==> config.mk <==
export PLATFORM = sky130hd
export DESIGN_NAME = hazard_stall_ctrl
export DESIGN_NICKNAME = d
export VERILOG_FILES = /design/src/rtl/cpu_pipe_pkg.sv /design/src/rtl/hazard_match.sv /design/src/rtl/hazard_stall_ctrl.sv
export SDC_FILE = /design/constraint.sdc
export NUM_CORES = 1
export LEC_CHECK = 0
export BUFFER_PORTS_ARGS = -buffer_cell sky130_fd_sc_hd__buf_2
export CAP_MARGIN = 40
export CELL_PAD_IN_SITES_DETAIL_PLACEMENT = 1
export CELL_PAD_IN_SITES_GLOBAL_PLACEMENT = 1
export CORE_MARGIN = 1.5
export CORE_UTILIZATION = 30
export CTS_CLUSTER_DIAMETER = 100
export DETAILED_ROUTE_END_ITERATION = 16
export GPL_ROUTABILITY_DRIVEN = 0
export PLACE_DENSITY = 0.81
export SYNTH_ARGS = -nofsm -noshare
export SYNTH_HDL_FRONTEND = slang
export SYNTH_SLANG_ARGS = --single-unit
==> constraint.sdc <==
create_clock -name clk -period 2.95 [get_ports clk]
set_input_delay 0.59 -clock clk [delete_from_list [all_inputs] [get_ports clk]]
set_output_delay 0.59 -clock clk [all_outputs]
set_load 0.01 [all_outputs]
==> src/rtl/cpu_pipe_pkg.sv <==
// Shared definitions for the 5-stage MIPS pipeline control blocks.
//
// Contents:
//   REG_W       - register-specifier width
//   REG_ZERO    - architectural $0; never a hazard source
//   hz_state_e  - hazard controller FSM states
//   hz_prio_e   - which output-priority level is active in a cycle
package cpu_pipe_pkg;

  localparam int REG_W = 5;
  localparam logic [REG_W-1:0] REG_ZERO = 5'd0;

  typedef enum logic [1:0] {
    RUN      = 2'd0,
    MEM_WAIT = 2'd1,
    ERROR    = 2'd2
  } hz_state_e;

  // Highest to lowest priority.
  typedef enum logic [2:0] {
    PRIO_RST    = 3'd0,
    PRIO_ERROR  = 3'd1,
    PRIO_FREEZE = 3'd2,
    PRIO_HAZARD = 3'd3,
    PRIO_FLUSH  = 3'd4,
    PRIO_NORMAL = 3'd5
  } hz_prio_e;

endpackage

==> src/rtl/hazard_match.sv <==
// Compares one producer destination register against the source registers
// of the instruction in ID.
//
// Ports:
//   rd_i      in  producer destination register
//   rs_i      in  rs field of the ID instruction
//   rt_i      in  rt field of the ID instruction
//   use_rs_i  in  ID instruction reads rs
//   use_rt_i  in  ID instruction reads rt
//   match_o   out ID instruction reads rd_i (never true for $0)
module hazard_match
  import cpu_pipe_pkg::*;
(
  input  logic [REG_W-1:0] rd_i,
  input  logic [REG_W-1:0] rs_i,
  input  logic [REG_W-1:0] rt_i,
  input  logic             use_rs_i,
  input  logic             use_rt_i,
  output logic             match_o
);

  assign match_o = (rd_i != REG_ZERO) &&
                   (((rd_i == rs_i) && use_rs_i) || ((rd_i == rt_i) && use_rt_i));

endmodule

==> src/rtl/hazard_stall_ctrl.sv <==
// Hazard and stall controller for the 5-stage MIPS core. Handles what the
// EX forwarding unit cannot: load-use, operand hazards of branches resolved
// in ID, taken-branch flush and data-memory wait. A watchdog on consecutive
// memory-freeze cycles enters a sticky ERROR state that only rst clears.
//
// Optional build macro: HAZARD_STATS_EN adds Stall_Count, Freeze_Count and
// Flush_Count event counters.
//
// Ports:
//   clk, rst                 clock, synchronous active-high reset
//   IF_ID_RS/RT, ID_UseRS/RT ID source registers and their use flags
//   ID_Branch, ID_BranchTaken ID branch and its comparator result
//   ID_EX_MemRead/RegWrite/RD EX-stage producer info
//   EX_MEM_MemRead/RD        MEM-stage producer info
//   EX_MEM_MemReq, Mem_Ready data-memory handshake
//   PC_Write .. MEM_WB_Flush pipeline register enables and flushes
//   Stall                    any stall, freeze or error this cycle
//   Mem_Timeout              sticky watchdog error (registered)
//   Dbg_State, Dbg_Freeze_Cnt FSM state and freeze counter for observation
//   Stall_Count, Freeze_Count, Flush_Count (HAZARD_STATS_EN only)
//
// Handshake: a data-memory access is pending while EX_MEM_MemReq is high;
// it completes in the cycle Mem_Ready is high. Every cycle with MemReq high
// and Mem_Ready low freezes the whole pipeline.
module hazard_stall_ctrl
  import cpu_pipe_pkg::*;
#(
  parameter int MEM_TIMEOUT = 64,
  parameter int TO_W        = 8
) (
  input  logic             clk,
  input  logic             rst,
  input  logic [REG_W-1:0] IF_ID_RS,
  input  logic [REG_W-1:0] IF_ID_RT,
  input  logic             ID_UseRS,
  input  logic             ID_UseRT,
  input  logic             ID_Branch,
  input  logic             ID_BranchTaken,
  input  logic             ID_EX_MemRead,
  input  logic             ID_EX_RegWrite,
  input  logic [REG_W-1:0] ID_EX_RD,
  input  logic             EX_MEM_MemRead,
  input  logic [REG_W-1:0] EX_MEM_RD,
  input  logic             EX_MEM_MemReq,
  input  logic             Mem_Ready,
  output logic             PC_Write,
  output logic             IF_ID_Write,
  output logic             IF_ID_Flush,
  output logic             ID_EX_Write,
  output logic             ID_EX_Flush,
  output logic             EX_MEM_Write,
  output logic             MEM_WB_Flush,
  output logic             Stall,
  output logic             Mem_Timeout,
  output logic [1:0]       Dbg_State,
  output logic [TO_W-1:0]  Dbg_Freeze_Cnt
`ifdef HAZARD_STATS_EN
  ,
  output logic [31:0]      Stall_Count,
  output logic [31:0]      Freeze_Count,
  output logic [31:0]      Flush_Count
`endif
);

  localparam logic [TO_W-1:0] TO_LAST = TO_W'(MEM_TIMEOUT - 1);

  hz_state_e       state_q, state_d;
  logic [TO_W-1:0] freeze_cnt_q, freeze_cnt_d;
  hz_prio_e        prio;

  logic match_ex, match_mem;
  logic freeze, lu, bh, timeout_hit;

  hazard_match u_match_ex (
    .rd_i     (ID_EX_RD),
    .rs_i     (IF_ID_RS),
    .rt_i     (IF_ID_RT),
    .use_rs_i (ID_UseRS),
    .use_rt_i (ID_UseRT),
    .match_o  (match_ex)
  );

  hazard_match u_match_mem (
    .rd_i     (EX_MEM_RD),
    .rs_i     (IF_ID_RS),
    .rt_i     (IF_ID_RT),
    .use_rs_i (ID_UseRS),
    .use_rt_i (ID_UseRT),
    .match_o  (match_mem)
  );

  assign freeze = EX_MEM_MemReq && !Mem_Ready;
  assign lu     = ID_EX_MemRead && match_ex;
  // A branch compares in ID, so it also waits for a load that has only
  // reached MEM; an ALU producer in EX costs one cycle, a load two.
  assign bh     = ID_Branch && ((ID_EX_RegWrite && match_ex) ||
                                (EX_MEM_MemRead && match_mem));

  // ">=" rather than "==" so a counter already past the limit (possible
  // only for MEM_TIMEOUT = 1) still trips the watchdog.
  assign timeout_hit = (MEM_TIMEOUT != 0) && (freeze_cnt_q >= TO_LAST);

  always_ff @(posedge clk) begin
    if (rst) begin
      state_q      <= RUN;
      freeze_cnt_q <= '0;
    end else begin
      state_q      <= state_d;
      freeze_cnt_q <= freeze_cnt_d;
    end
  end

  always_comb begin
    state_d = state_q;
    case (state_q)
      RUN:      if (freeze) state_d = MEM_WAIT;
      MEM_WAIT: begin
        if (!freeze)          state_d = RUN;
        else if (timeout_hit) state_d = ERROR;
      end
      ERROR:    state_d = ERROR;
      default:  state_d = RUN;
    endcase
  end

  // Counts consecutive freeze cycles; saturates so it cannot wrap to 0.
  always_comb begin
    freeze_cnt_d = '0;
    if (freeze) begin
      freeze_cnt_d = (&freeze_cnt_q) ? freeze_cnt_q : freeze_cnt_q + TO_W'(1);
    end
  end

  always_comb begin
    if (rst)                             prio = PRIO_RST;
    else if (state_q == ERROR)           prio = PRIO_ERROR;
    else if (freeze)                     prio = PRIO_FREEZE;
    else if (lu || bh)                   prio = PRIO_HAZARD;
    else if (ID_Branch && ID_BranchTaken) prio = PRIO_FLUSH;
    else                                 prio = PRIO_NORMAL;
  end

  always_comb begin
    PC_Write     = 1'b1;
    IF_ID_Write  = 1'b1;
    ID_EX_Write  = 1'b1;
    EX_MEM_Write = 1'b1;
    IF_ID_Flush  = 1'b0;
    ID_EX_Flush  = 1'b0;
    MEM_WB_Flush = 1'b0;
    Stall        = 1'b0;
    case (prio)
      PRIO_RST: begin
        PC_Write     = 1'b0;
        IF_ID_Write  = 1'b0;
        ID_EX_Write  = 1'b0;
        EX_MEM_Write = 1'b0;
        IF_ID_Flush  = 1'b1;
        ID_EX_Flush  = 1'b1;
        MEM_WB_Flush = 1'b1;
        Stall        = 1'b1;
      end
      PRIO_ERROR: begin
        PC_Write     = 1'b0;
        IF_ID_Write  = 1'b0;
        ID_EX_Write  = 1'b0;
        EX_MEM_Write = 1'b0;
        Stall        = 1'b1;
      end
      PRIO_FREEZE: begin
        // Everything up to EX/MEM holds; the access in MEM is not complete,
        // so MEM/WB receives a bubble each waiting cycle.
        PC_Write     = 1'b0;
        IF_ID_Write  = 1'b0;
        ID_EX_Write  = 1'b0;
        EX_MEM_Write = 1'b0;
        MEM_WB_Flush = 1'b1;
        Stall        = 1'b1;
      end
      PRIO_HAZARD: begin
        // Hold PC and IF/ID, let the producer advance, bubble into EX.
        // Any taken result is ignored; the branch is re-evaluated next cycle.
        PC_Write     = 1'b0;
        IF_ID_Write  = 1'b0;
        ID_EX_Flush  = 1'b1;
        Stall        = 1'b1;
      end
      PRIO_FLUSH:  IF_ID_Flush = 1'b1;
      default: ;
    endcase
  end

  assign Mem_Timeout    = (state_q == ERROR);
  assign Dbg_State      = state_q;
  assign Dbg_Freeze_Cnt = freeze_cnt_q;

`ifdef HAZARD_STATS_EN
  logic [31:0] stall_cnt_q, freeze_evt_q, flush_cnt_q;

  always_ff @(posedge clk) begin
    if (rst) begin
      stall_cnt_q  <= '0;
      freeze_evt_q <= '0;
      flush_cnt_q  <= '0;
    end else begin
      if (prio == PRIO_HAZARD) stall_cnt_q  <= stall_cnt_q + 32'd1;
      if (prio == PRIO_FREEZE) freeze_evt_q <= freeze_evt_q + 32'd1;
      if (prio == PRIO_FLUSH)  flush_cnt_q  <= flush_cnt_q + 32'd1;
    end
  end

  assign Stall_Count  = stall_cnt_q;
  assign Freeze_Count = freeze_evt_q;
  assign Flush_Count  = flush_cnt_q;
`endif

endmodule

# After elaboration in Yosys (flattened, before gate mapping)

Cells that the tools add are included.

Flip-flop bits (word level): 10
Input port bits: 31
Output and inout port bits: 19

$add $sub $neg: 1
Magnitude comparators: 1
Equal/unequal tests: 12
Multiplexer cells: 15
Bitwise operators: 1
Reduce and logical (&&, ||, !) cells: 29

Operator list:

| kind                  | count |
|---|---|
| $eq A5 B5 Y1          | 4 |
| $logic_and A1 B1 Y1   | 12 |
| $mux W3               | 4 |
| $reduce_bool A5 Y1    | 2 |
| $add A8 B1 Y8 const B | 1 |
| $ge A8 B6 Y1 const B  | 1 |
| $reduce_and A8 Y1     | 1 |
| $reduce_or A2 Y1      | 4 |
| $mux W1               | 7 |
| $eq A3 B2 Y1 const B  | 2 |
| $mux W2               | 3 |
| $pmux W2 S3           | 1 |
| $logic_or A1 B1 Y1    | 4 |
| $reduce_or A4 Y1      | 1 |
| $eq A3 B1 Y1 const B  | 1 |
| $eq A3 B3 Y1 const B  | 1 |
| $logic_not A3 Y1      | 1 |
| $ne A3 B3 Y1 const B  | 1 |
| $reduce_or A3 Y1      | 1 |
| $eq A2 B1 Y1 const B  | 1 |
| $eq A2 B2 Y1 const B  | 1 |
| $logic_not A2 Y1      | 1 |
| $ne A2 B2 Y1 const B  | 1 |
| $reduce_and A2 Y1     | 1 |
| other kinds (2)       | 2 |

# Depth between registers and ports, before layout

Gate-level depths: netlist (run 1).

Depth in word-level cells: 15
Mapped depth: 6
Mapped depth without buffers: 6

# Cells and area by module

A second synthesis (run 1) with hierarchy kept.

Cell total of the unflattened synthesis: 107
Area total of the unflattened synthesis: 858.3 sq um

Modules (own cells, without submodules):

| module            | times used | cells each | area an instance (sq um) |
|---|---|---|---|
| hazard_stall_ctrl | 1          | 73         | 593.1 |
| hazard_match      | 2          | 17         | 132.6 |

# Worst setup path after synthesis (run 1)

No wires, ideal clock.

Path type: input to output
Start: input EX_MEM_RD[0]
End: output PC_Write
Arrival: 1.752 ns
Data required time: 2.360 ns
Setup slack: 0.608 ns
Stages: 5
Cell sequence: or3_1 > o311a_1 > a22oi_2 > and2_2 > buf_4

Longest elaborated chain between the ends: 15
Elaborated cells between the ends (all ways): 21
Those cells by class: 5 x eq/ne; 5 x mux; 11 x reduce/logical

RTL lines:

| element                                    | line                     | text |
|---|---|---|
| start: declaration                         | hazard_stall_ctrl.sv:43  | `input logic [REG_W-1:0] EX_MEM_RD,` |
| $eq A5 B5 Y1                               | hazard_match.sv:23       | `(((rd_i == rs_i) && use_rs_i) \|\| ((rd_i == rt_i) && use_rt_i));` |
| $logic_and A1 B1 Y1                        | hazard_match.sv:23       |  |
| $logic_or A1 B1 Y1                         | hazard_match.sv:23       |  |
| $logic_and A1 B1 Y1 (*)                    | hazard_match.sv:22       | `assign match_o = (rd_i != REG_ZERO) &&` |
| $logic_and A1 B1 Y1 (*)                    | hazard_stall_ctrl.sv:97  | `(EX_MEM_MemRead && match_mem));` |
| $logic_or A1 B1 Y1 (*)                     | hazard_stall_ctrl.sv:96  | `assign bh = ID_Branch && ((ID_EX_RegWrite && match_ex) \|\|` |
| $logic_and A1 B1 Y1 (*)                    | hazard_stall_ctrl.sv:96  |  |
| $logic_or A1 B1 Y1 (*)                     | hazard_stall_ctrl.sv:138 | `else if (lu \|\| bh) prio = PRIO_HAZARD;` |
| $mux W3 (*)                                | hazard_stall_ctrl.sv:138 |  |
| $mux W3 (*)                                | hazard_stall_ctrl.sv:137 | `else if (freeze) prio = PRIO_FREEZE;` |
| $mux W3 (*)                                | hazard_stall_ctrl.sv:136 | `else if (state_q == ERROR) prio = PRIO_ERROR;` |
| $mux W3 (*)                                | hazard_stall_ctrl.sv:135 | `if (rst) prio = PRIO_RST;` |
| $eq A3 B2 Y1, or another cell as far along | n/a                      |  |
| $reduce_or A4 Y1 (no source line) (*)      | n/a                      |  |
| $mux W1 (*)                                | n/a                      |  |
| end: declaration                           | hazard_stall_ctrl.sv:46  | `output logic PC_Write,` |

Mark *: on every way between the ends. The rest lies on a longest branch, timed or not.

# Worst setup path after layout (run 1)

Start: input EX_MEM_RD[0]
End: output IF_ID_Flush

Longest elaborated chain between the ends: 15
Elaborated cells between the ends (all ways): 19
Those cells by class: 3 x eq/ne; 5 x mux; 11 x reduce/logical

RTL lines:

| element                                          | line                     | text |
|---|---|---|
| $eq A5 B5 Y1                                     | hazard_match.sv:23       |  |
| $logic_and A1 B1 Y1                              | hazard_match.sv:23       |  |
| $logic_or A1 B1 Y1                               | hazard_match.sv:23       |  |
| $logic_and A1 B1 Y1 (*)                          | hazard_match.sv:22       |  |
| $logic_and A1 B1 Y1 (*)                          | hazard_stall_ctrl.sv:97  |  |
| $logic_or A1 B1 Y1 (*)                           | hazard_stall_ctrl.sv:96  |  |
| $logic_and A1 B1 Y1 (*)                          | hazard_stall_ctrl.sv:96  |  |
| $logic_or A1 B1 Y1 (*)                           | hazard_stall_ctrl.sv:138 |  |
| $mux W3 (*)                                      | hazard_stall_ctrl.sv:138 |  |
| $mux W3 (*)                                      | hazard_stall_ctrl.sv:137 |  |
| $mux W3 (*)                                      | hazard_stall_ctrl.sv:136 |  |
| $mux W3 (*)                                      | hazard_stall_ctrl.sv:135 |  |
| $eq A3 B3 Y1 or $logic_not A3 Y1 (tied branches) | hazard_stall_ctrl.sv:152 | `case (prio)` |
| $reduce_or A2 Y1 (no source line) (*)            | n/a                      |  |
| $mux W1 (*)                                      | hazard_stall_ctrl.sv:152 |  |
| end: declaration                                 | hazard_stall_ctrl.sv:48  | `output logic IF_ID_Flush,` |

Marks and branches as above.

==> run metrics, run 1 <==
status finished, final reports clean; Worst Skew 0.00183 ns; met3 GRT Util 0.0278; post-synth net total 128; Slew HR 0.772; largest family of logic cells by synthesized area XOR/XNOR gates; most used cell along the critical path buf_2; Syn Area/Cell just over 8 µm²; port bufs between 40 and 50; hold path endpoint Dbg_State[0]$_SDFFE_PP0P_; clk_lat worst skew between 0.2 and 0.3 ns; max cap viols 0; commonest cells after routing, fill and taps aside buf_2, xnor2_1, nor2_1, dfxtp_1, nand2_1; diode count 0; Starting Density 0.314; Setup TNS 0 ns; fraction of registers with async set or reset after synthesis 0; commonest non-fill, non-tap cell in the layout buf_2; Max Slew Vio Count 0; Adder-Cell Fraction of Synth Area 0.0162; Hold Violations, Final 0; GR Util met1 0.180; prevailing post-synth register cell dfxtp_1; Site Rows 18; R2R Setup Slk 1.37 ns; reg2reg end Dbg_Freeze_Cnt[5]$_SDFFE_PP0N_; RSZ-0062 raised after global routing no; GR Util met2 0.311; crit path kind in -> out; Iter 0 DRT Violations 5; CTS tree yes; Die X 53.7 µm; GR peak layer met2; synth unique cells 29; CP max-delay cell or3_1; largest net degree at the start of global routing 10; mux contribution to synthesized area 0.0130; crit end category output port; via count 900; worst path arrival time 1.92 ns; Min-Delay Path Class reg -> reg; DP Wirelength 2000 µm; number of flops mapped to enable cells by yosys 0; GRT Overall Usage 0.168; Final setup viols 0; area delta synth->final 38.9%; core area 2450 µm²; vias per cell 5.11; P per Cell Area 334 nW/µm²; post-CTS resize count 0; root buf cell clkbuf_4; clock period minus worst slack 2.51 ns; Yosys Warn Count 0; clock transition at the registers of the reported paths around 0.070 ns; post-synthesis simple-gate area fraction 0.263; crit-path cells buf_2 -> or3_1 -> o311a_1 -> a22oi_2 -> a41o_1 -> buf_2; First-pass DRT Iterations 4; critical path's top delay family compound AO/OA/AOI/OAI gates; HP Start Dbg_State[1]$_SDFFE_PP0P_; total setup buffers inserted after CTS 0; hold path depth 1; share of cells above drive strength 1 0.377; hold_buf cts 0; maximum buffer depth of the clock tree 2; Cells after Synth 96; post-synthesis compound-gate area fraction 0.143; DRC 0; Slew @ Worst Pin around 0.34 ns; fin crit share 0.851; Max Fclk 398 MHz; origin of the critical flop-to-flop path Dbg_Freeze_Cnt[3]$_SDFFE_PP0N_; Detailed Route WL 2450 µm; Synth Register Bits 10; final net count 179; crit-path max cell delay 0.36 ns; Worst setup SP type input port; GRT Residual Overflow 0; WL/cell 13.9 µm; setup ws final 0.439 ns; I/O pin count 50; antenna violation net count after detailed routing 0; Num CTS Buffers 3; VDD IR-drop max approximately 0.00023 V; initial antenna violation count 0; H-tree lvl count 1; Clock Sinks 10; Place WS 0.441 ns; Req. time, crit path 2.36 ns; Mapped Area roughly 770 µm²; total power 358 µW; WP buf/inv 2; R2R cell count 5; Static Leak 0.494 nW; xor/xnor cell area share of the yosys netlist 0.272; Seq/Total Area, Yosys 0.259; CP Max Fanout 4; via count of the first global-routing pass 822; first-pass GRT wire length roughly 3500 µm; Die Y between 50 and 60 µm; total die area 2890 µm²
==> Yosys cell counts (2+ instances only) <==
| library cell | instances | area (µm²) |
|---|---|---|
| xnor2_1 | 21 | 184 |
| nor2_1 | 11 | 41.3 |
| dfxtp_1 | 10 | 200 |
| nand2_1 | 8 | 30.0 |
| nand4_1 | 7 | 43.8 |
| a21oi_1 | 5 | 25.0 |
| nand2b_1 | 3 | 18.8 |
| nor3_1 | 3 | 15.0 |
| xor2_1 | 3 | 26.3 |
| a41o_1 | 2 | 20.0 |
| buf_4 | 2 | 15.0 |
| inv_1 | 2 | 7.51 |
| o22ai_1 | 2 | 12.5 |
| or3_1 | 2 | 12.5 |
==> worst max path at each step <==
stage,startpoint,to,slack (ns),cells past startpoint
after CTS,EX_MEM_RD[0],IF_ID_Flush,0.43,6
final,EX_MEM_RD[0],IF_ID_Flush,0.44,6
after floorplan,EX_MEM_RD[0],PC_Write,0.61,5
after detailed placement,EX_MEM_RD[0],IF_ID_Flush,0.44,6
after global placement,EX_MEM_RD[0],IF_ID_Flush,0.46,6
after global routing,EX_MEM_RD[0],IF_ID_Flush,0.37,6
==> layout make-up <==
cell class,instances,area [µm²]
flip-flops and latches,10,200
well taps,30,37.5
repair buffers,49,245
multi-input cells,81,546
inverters,2,7.51
fillers,316,1380
clock buffers,4,36.3
==> sequential cells by signal, indices dropped and copies added, names as in the netlist <==
name,cells
Dbg_State,2
Dbg_Freeze_Cnt,8
==> metrics by stage <==
stage | utilization | hold WS [ns] | instances | cell area, µm²
after floorplan | - | 0.500 | 96 | 772
after global placement | 0.422 | 0.463 | 172 | 1040
after detailed placement | 0.422 | 0.472 | 172 | 1040
after CTS | 0.437 | 0.481 | 176 | 1070
after global routing | 0.437 | 0.518 | 176 | 1070
final | 0.437 | 0.474 | 176 | 1070
==> cells by family after synthesis <==
group | Yosys count
and+or+nand+nor | 40
xor gates and xnor gates | 24
AOI/OAI and AO/OA | 15
DFF | 10
buffers and inverters | 5
muxes | 1
adders and majority gates | 1
==> per-layer routing <==
metal / share of wire / vias up
met5: 0 / -
met1: 0.41 / 412
met3: 0.092 / 5
li1: - / 438
met2: 0.47 / 45
met4: 0.021 / 0
==> power by group <==
group	total, mW	leakage, nW	internal (mW)	switching (mW)
Sequential	0.137	0.0808	0.136	0.00110
Combinational	0.0948	0.392	0.0479	0.0469
Clock	0.126	0.0210	0.0751	0.0512
(Power assumes the default switching activity.)
==> run 2, diff against run 1 <==
--- a/config.mk
+++ b/config.mk
@@ -10,11 +10,12 @@
 export CELL_PAD_IN_SITES_DETAIL_PLACEMENT = 1
 export CELL_PAD_IN_SITES_GLOBAL_PLACEMENT = 1
 export CORE_MARGIN = 1.5
-export CORE_UTILIZATION = 30
+export CORE_UTILIZATION = 26
 export CTS_CLUSTER_DIAMETER = 100
 export DETAILED_ROUTE_END_ITERATION = 16
 export GPL_ROUTABILITY_DRIVEN = 0
-export PLACE_DENSITY = 0.81
+export PLACE_DENSITY = 0.72
 export SYNTH_ARGS = -nofsm -noshare
 export SYNTH_HDL_FRONTEND = slang
+export SYNTH_HIERARCHICAL = 1
 export SYNTH_SLANG_ARGS = --single-unit
==> constraint.sdc (replaced) <==
create_clock -name clk -period 2 [get_ports clk]
set_input_delay 0.5 -clock clk [delete_from_list [all_inputs] [get_ports clk]]
set_output_delay 0.5 -clock clk [all_outputs]
set_load 0.01 [all_outputs]
==> run 2 against run 1 <==
The run now ends with setup timing left. Sequential power grew 48%. Clock skew shrank 0.00084 ns. First-iteration DRC count grew to 9.8 times the previous value. Global-route usage shrank 0.45 points. Wire length grew 12%. Hold slack gained 0.018 ns.
==> run metrics, run 2 <==
final net count 195 (was 179); CP max-delay cell or4_4 (was or3_1); Slew @ Worst Pin 0.354 ns (was 0.343 ns); clock period minus worst slack 2.40 ns; Setup TNS -1.75 ns (was 0 ns); Fill cells 415 (was 316); post-synth net total 139 (was 128); antenna violation net count after detailed routing 0 (unchanged); Min-Delay Path Class reg -> reg (unchanged); core area 3100 µm² (was 2450 µm²); First-pass DRT Iterations 4 (unchanged); DP Wirelength 2280 µm (was 2000 µm); HP Start Dbg_State[0]$_SDFFE_PP0P_ (was Dbg_State[1]$_SDFFE_PP0P_); fin crit share 1.20; Mapped Area 858 µm² (was 772 µm²); failing checks setup timing; Final setup viols 5 (was 0); Synth top area share 0.233 (was 0.259); Hold Violations, Final 0 (unchanged); first-pass GRT wire length 4550 µm (was 3550 µm); clk_lat worst skew 0.27 ns (about the same); leading area contributor after synthesis dfxtp_1 (unchanged); setup ws final -0.399 ns (was 0.439 ns); most used cell along the critical path buf_6 (was buf_2); commonest non-fill, non-tap cell in the layout buf_2 (unchanged); total power 553 µW (was 358 µW); Worst setup SP type input port (unchanged); diode count 0 (unchanged); origin of the critical flop-to-flop path Dbg_Freeze_Cnt[0]$_SDFFE_PP0N_ (was Dbg_Freeze_Cnt[3]$_SDFFE_PP0N_); Seq/Total Area, Yosys 0.233 (was 0.259); area delta synth->final 53.2% (was 38.9%); Place WS -0.427 ns (was 0.441 ns); total setup buffers inserted after CTS 0 (unchanged); via count 1037 (was 900); prevailing post-synth register cell dfxtp_1 (unchanged); top-count cell post-synth xor2_1 (was xnor2_1); worst path arrival time 1.90 ns (was 1.92 ns); Iter 0 DRT Violations 49 (was 5); fin area 1320 µm² (was 1070 µm²); top cells by count, synth xor2_1, dfxtp_1, nand2_1, nand3_1 (was xnor2_1, nor2_1, dfxtp_1, nand2_1, nand4_1); crit-path cells buf_6 -> or4_4 -> nor2_4 -> a21oi_2 -> a32oi_2 -> a41o_2 -> buf_6 (was buf_2 -> or3_1 -> o311a_1 -> a22oi_2 -> a41o_1 -> buf_2); Die Y 60.5 µm (was 53.7 µm); total die area 3650 µm² (was 2890 µm²); Placement Cell Area 1200 µm² (was 1040 µm²); Detailed Route WL 2740 µm (was 2450 µm); initial antenna violation count 0 (unchanged); Worst Skew 0.000985 ns (was 0.00183 ns); crit end category output port (unchanged); CP Max Fanout 4 (unchanged); VDD IR-drop max 0.000132 V (was 0.000232 V); hold path endpoint Dbg_State[0]$_SDFFE_PP0P_ (unchanged); Max Slew Vio Count 0 (unchanged); reg2reg end Dbg_Freeze_Cnt[5]$_SDFFE_PP0N_ (unchanged); commonest cells after routing, fill and taps aside buf_2, xor2_1, dfxtp_1, nand2_1, nand3_1 (was buf_2, xnor2_1, nor2_1, dfxtp_1, nand2_1); GRT Residual Overflow 0 (unchanged); synth top area cells dfxtp_1, xor2_1, nand3_1 (was dfxtp_1, xnor2_1, nand4_1); Num CTS Buffers 3 (unchanged); number of flops mapped to enable cells by yosys 0 (unchanged); largest net degree at the start of global routing 10 (unchanged); R2R Setup Slk 0.48 ns (was 1.37 ns); Cells after Synth 107 (was 96); Yosys Warn Count 6 (was 0); maximum buffer depth of the clock tree 2 (unchanged); RSZ-0062 raised after global routing yes (was no); Req. time, crit path 1.50 ns (was 2.36 ns); share of cells above drive strength 1 0.469 (was 0.377); CTS tree yes (unchanged); H-tree lvl count 1 (unchanged); hold slack 0.492 ns (was 0.474 ns); I/O pin count 50 (unchanged); Max Fclk 417 MHz; via count of the first global-routing pass 1025 (was 822); status finished, violations left (was finished, final reports clean); clock transition at the registers of the reported paths 0.07 ns (about the same); WL/cell 13.3 µm (was 13.9 µm); Starting Density 0.277 (was 0.314); Syn Area/Cell 8.02 µm² (was 8.04 µm²); max cap viols 0 (unchanged); DRC 0 (unchanged); Die X 60.5 µm (was 53.7 µm); synth unique cells 39 (was 29); Slew HR 0.763 (was 0.772); P per Cell Area 421 nW/µm² (was 334 nW/µm²); Synth Register Bits 10 (unchanged); fraction of registers with async set or reset after synthesis 0 (unchanged); Clock Sinks 10 (unchanged); R2R cell count 4 (was 5); port bufs 49 (unchanged); GRT Overall Usage 0.164 (was 0.168); Static Leak 0.591 nW (was 0.494 nW); crit path kind in -> out (unchanged); root buf cell clkbuf_4 (unchanged); Site Rows 20 (was 18); crit-path max cell delay 0.53 ns (was 0.36 ns); hold path depth 1 (unchanged); vias per cell 5.03 (was 5.11); max FFs per register 8 (unchanged)
-- run 2: cell count changes in the layout (fill, tap and decap cells not counted), sizes merged, moves of 4 or more --
cell / delta
nor2: -5
xor2: +13
nand3: +7
nand4: -6
nor4: +4
o21ai: +4
buf: +7
xnor2: -17
-- run 2: cell type report --
| type | count | area [µm²] | area share |
|---|---|---|---|
| Multi-Input combinational cell | 90 | 677 | 0.515 |
| Sequential cell | 10 | 200 | 0.152 |
| Inverter | 2 | 7.51 | 0.00571 |
| Tap cell | 44 | 55.1 | 0.0419 |
| Timing Repair Buffer | 56 | 339 | 0.258 |
| Clock buffer | 4 | 36.3 | 0.0276 |
-- run 2: cell families (layout without fill, tap and decap cells) --
logic type,count (synthesis),in the layout,share of synthesized area
flops,10,10,0.233
simple gates,44,44,0.283
fa+ha+maj,1,1,0.0146
mux,1,1,0.0117
compound gates,24,24,0.210
xor+xnor,20,20,0.204
buf+inv,7,62,0.0437
-- run 2: metrics by stage --
step	cells	utilization
after floorplan	107	-
after global placement	202	0.385
after detailed placement	202	0.385
after CTS	206	0.417
after global routing	206	0.424
final	206	0.424
-- run 2: worst max-delay path, delay by kind of cell --
family                 cells  cell delay (ns)
AO/OA/AOI/OAI              3             0.57
buffers and inverters      2             0.20
AND/OR/NAND/NOR            2             0.63
-- run 2: repair_timing --
item                                    4_1_cts  5_1_grt
hold buffers                                  0        0
pin swaps                                     7        8
endpoints found under the setup margin        7        7
gates resized for setup                      14        5
-- run 2: worst max path at each step --
stage	cells after the start	start	end	slack, ns
final	7	EX_MEM_RD[2]	IF_ID_Flush	-0.40
after CTS	7	ID_EX_RD[1]	IF_ID_Flush	-0.43
after global routing	8	ID_EX_RD[0]	ID_EX_Flush	-0.47
after floorplan	6	EX_MEM_RD[1]	PC_Write	-0.19
after global placement	8	EX_MEM_RD[0]	IF_ID_Flush	-0.43
after detailed placement	7	EX_MEM_RD[1]	IF_ID_Flush	-0.43
-- run 2: report_power, final --
part | internal, mW | switching (mW)
Clock | 0.111 | 0.0772
Combinational | 0.0835 | 0.0786
Sequential | 0.201 | 0.00208
-- run 2: layer usage --
metal / vias up / GRT usage / share of wire
li1: 502 / - / -
met1: 491 / 0.196 / 0.42
met3: 4 / 0.0235 / 0.056
met4: 0 / 0.0466 / 0.0044
met5: - / 0 / 0
met2: 40 / 0.304 / 0.52
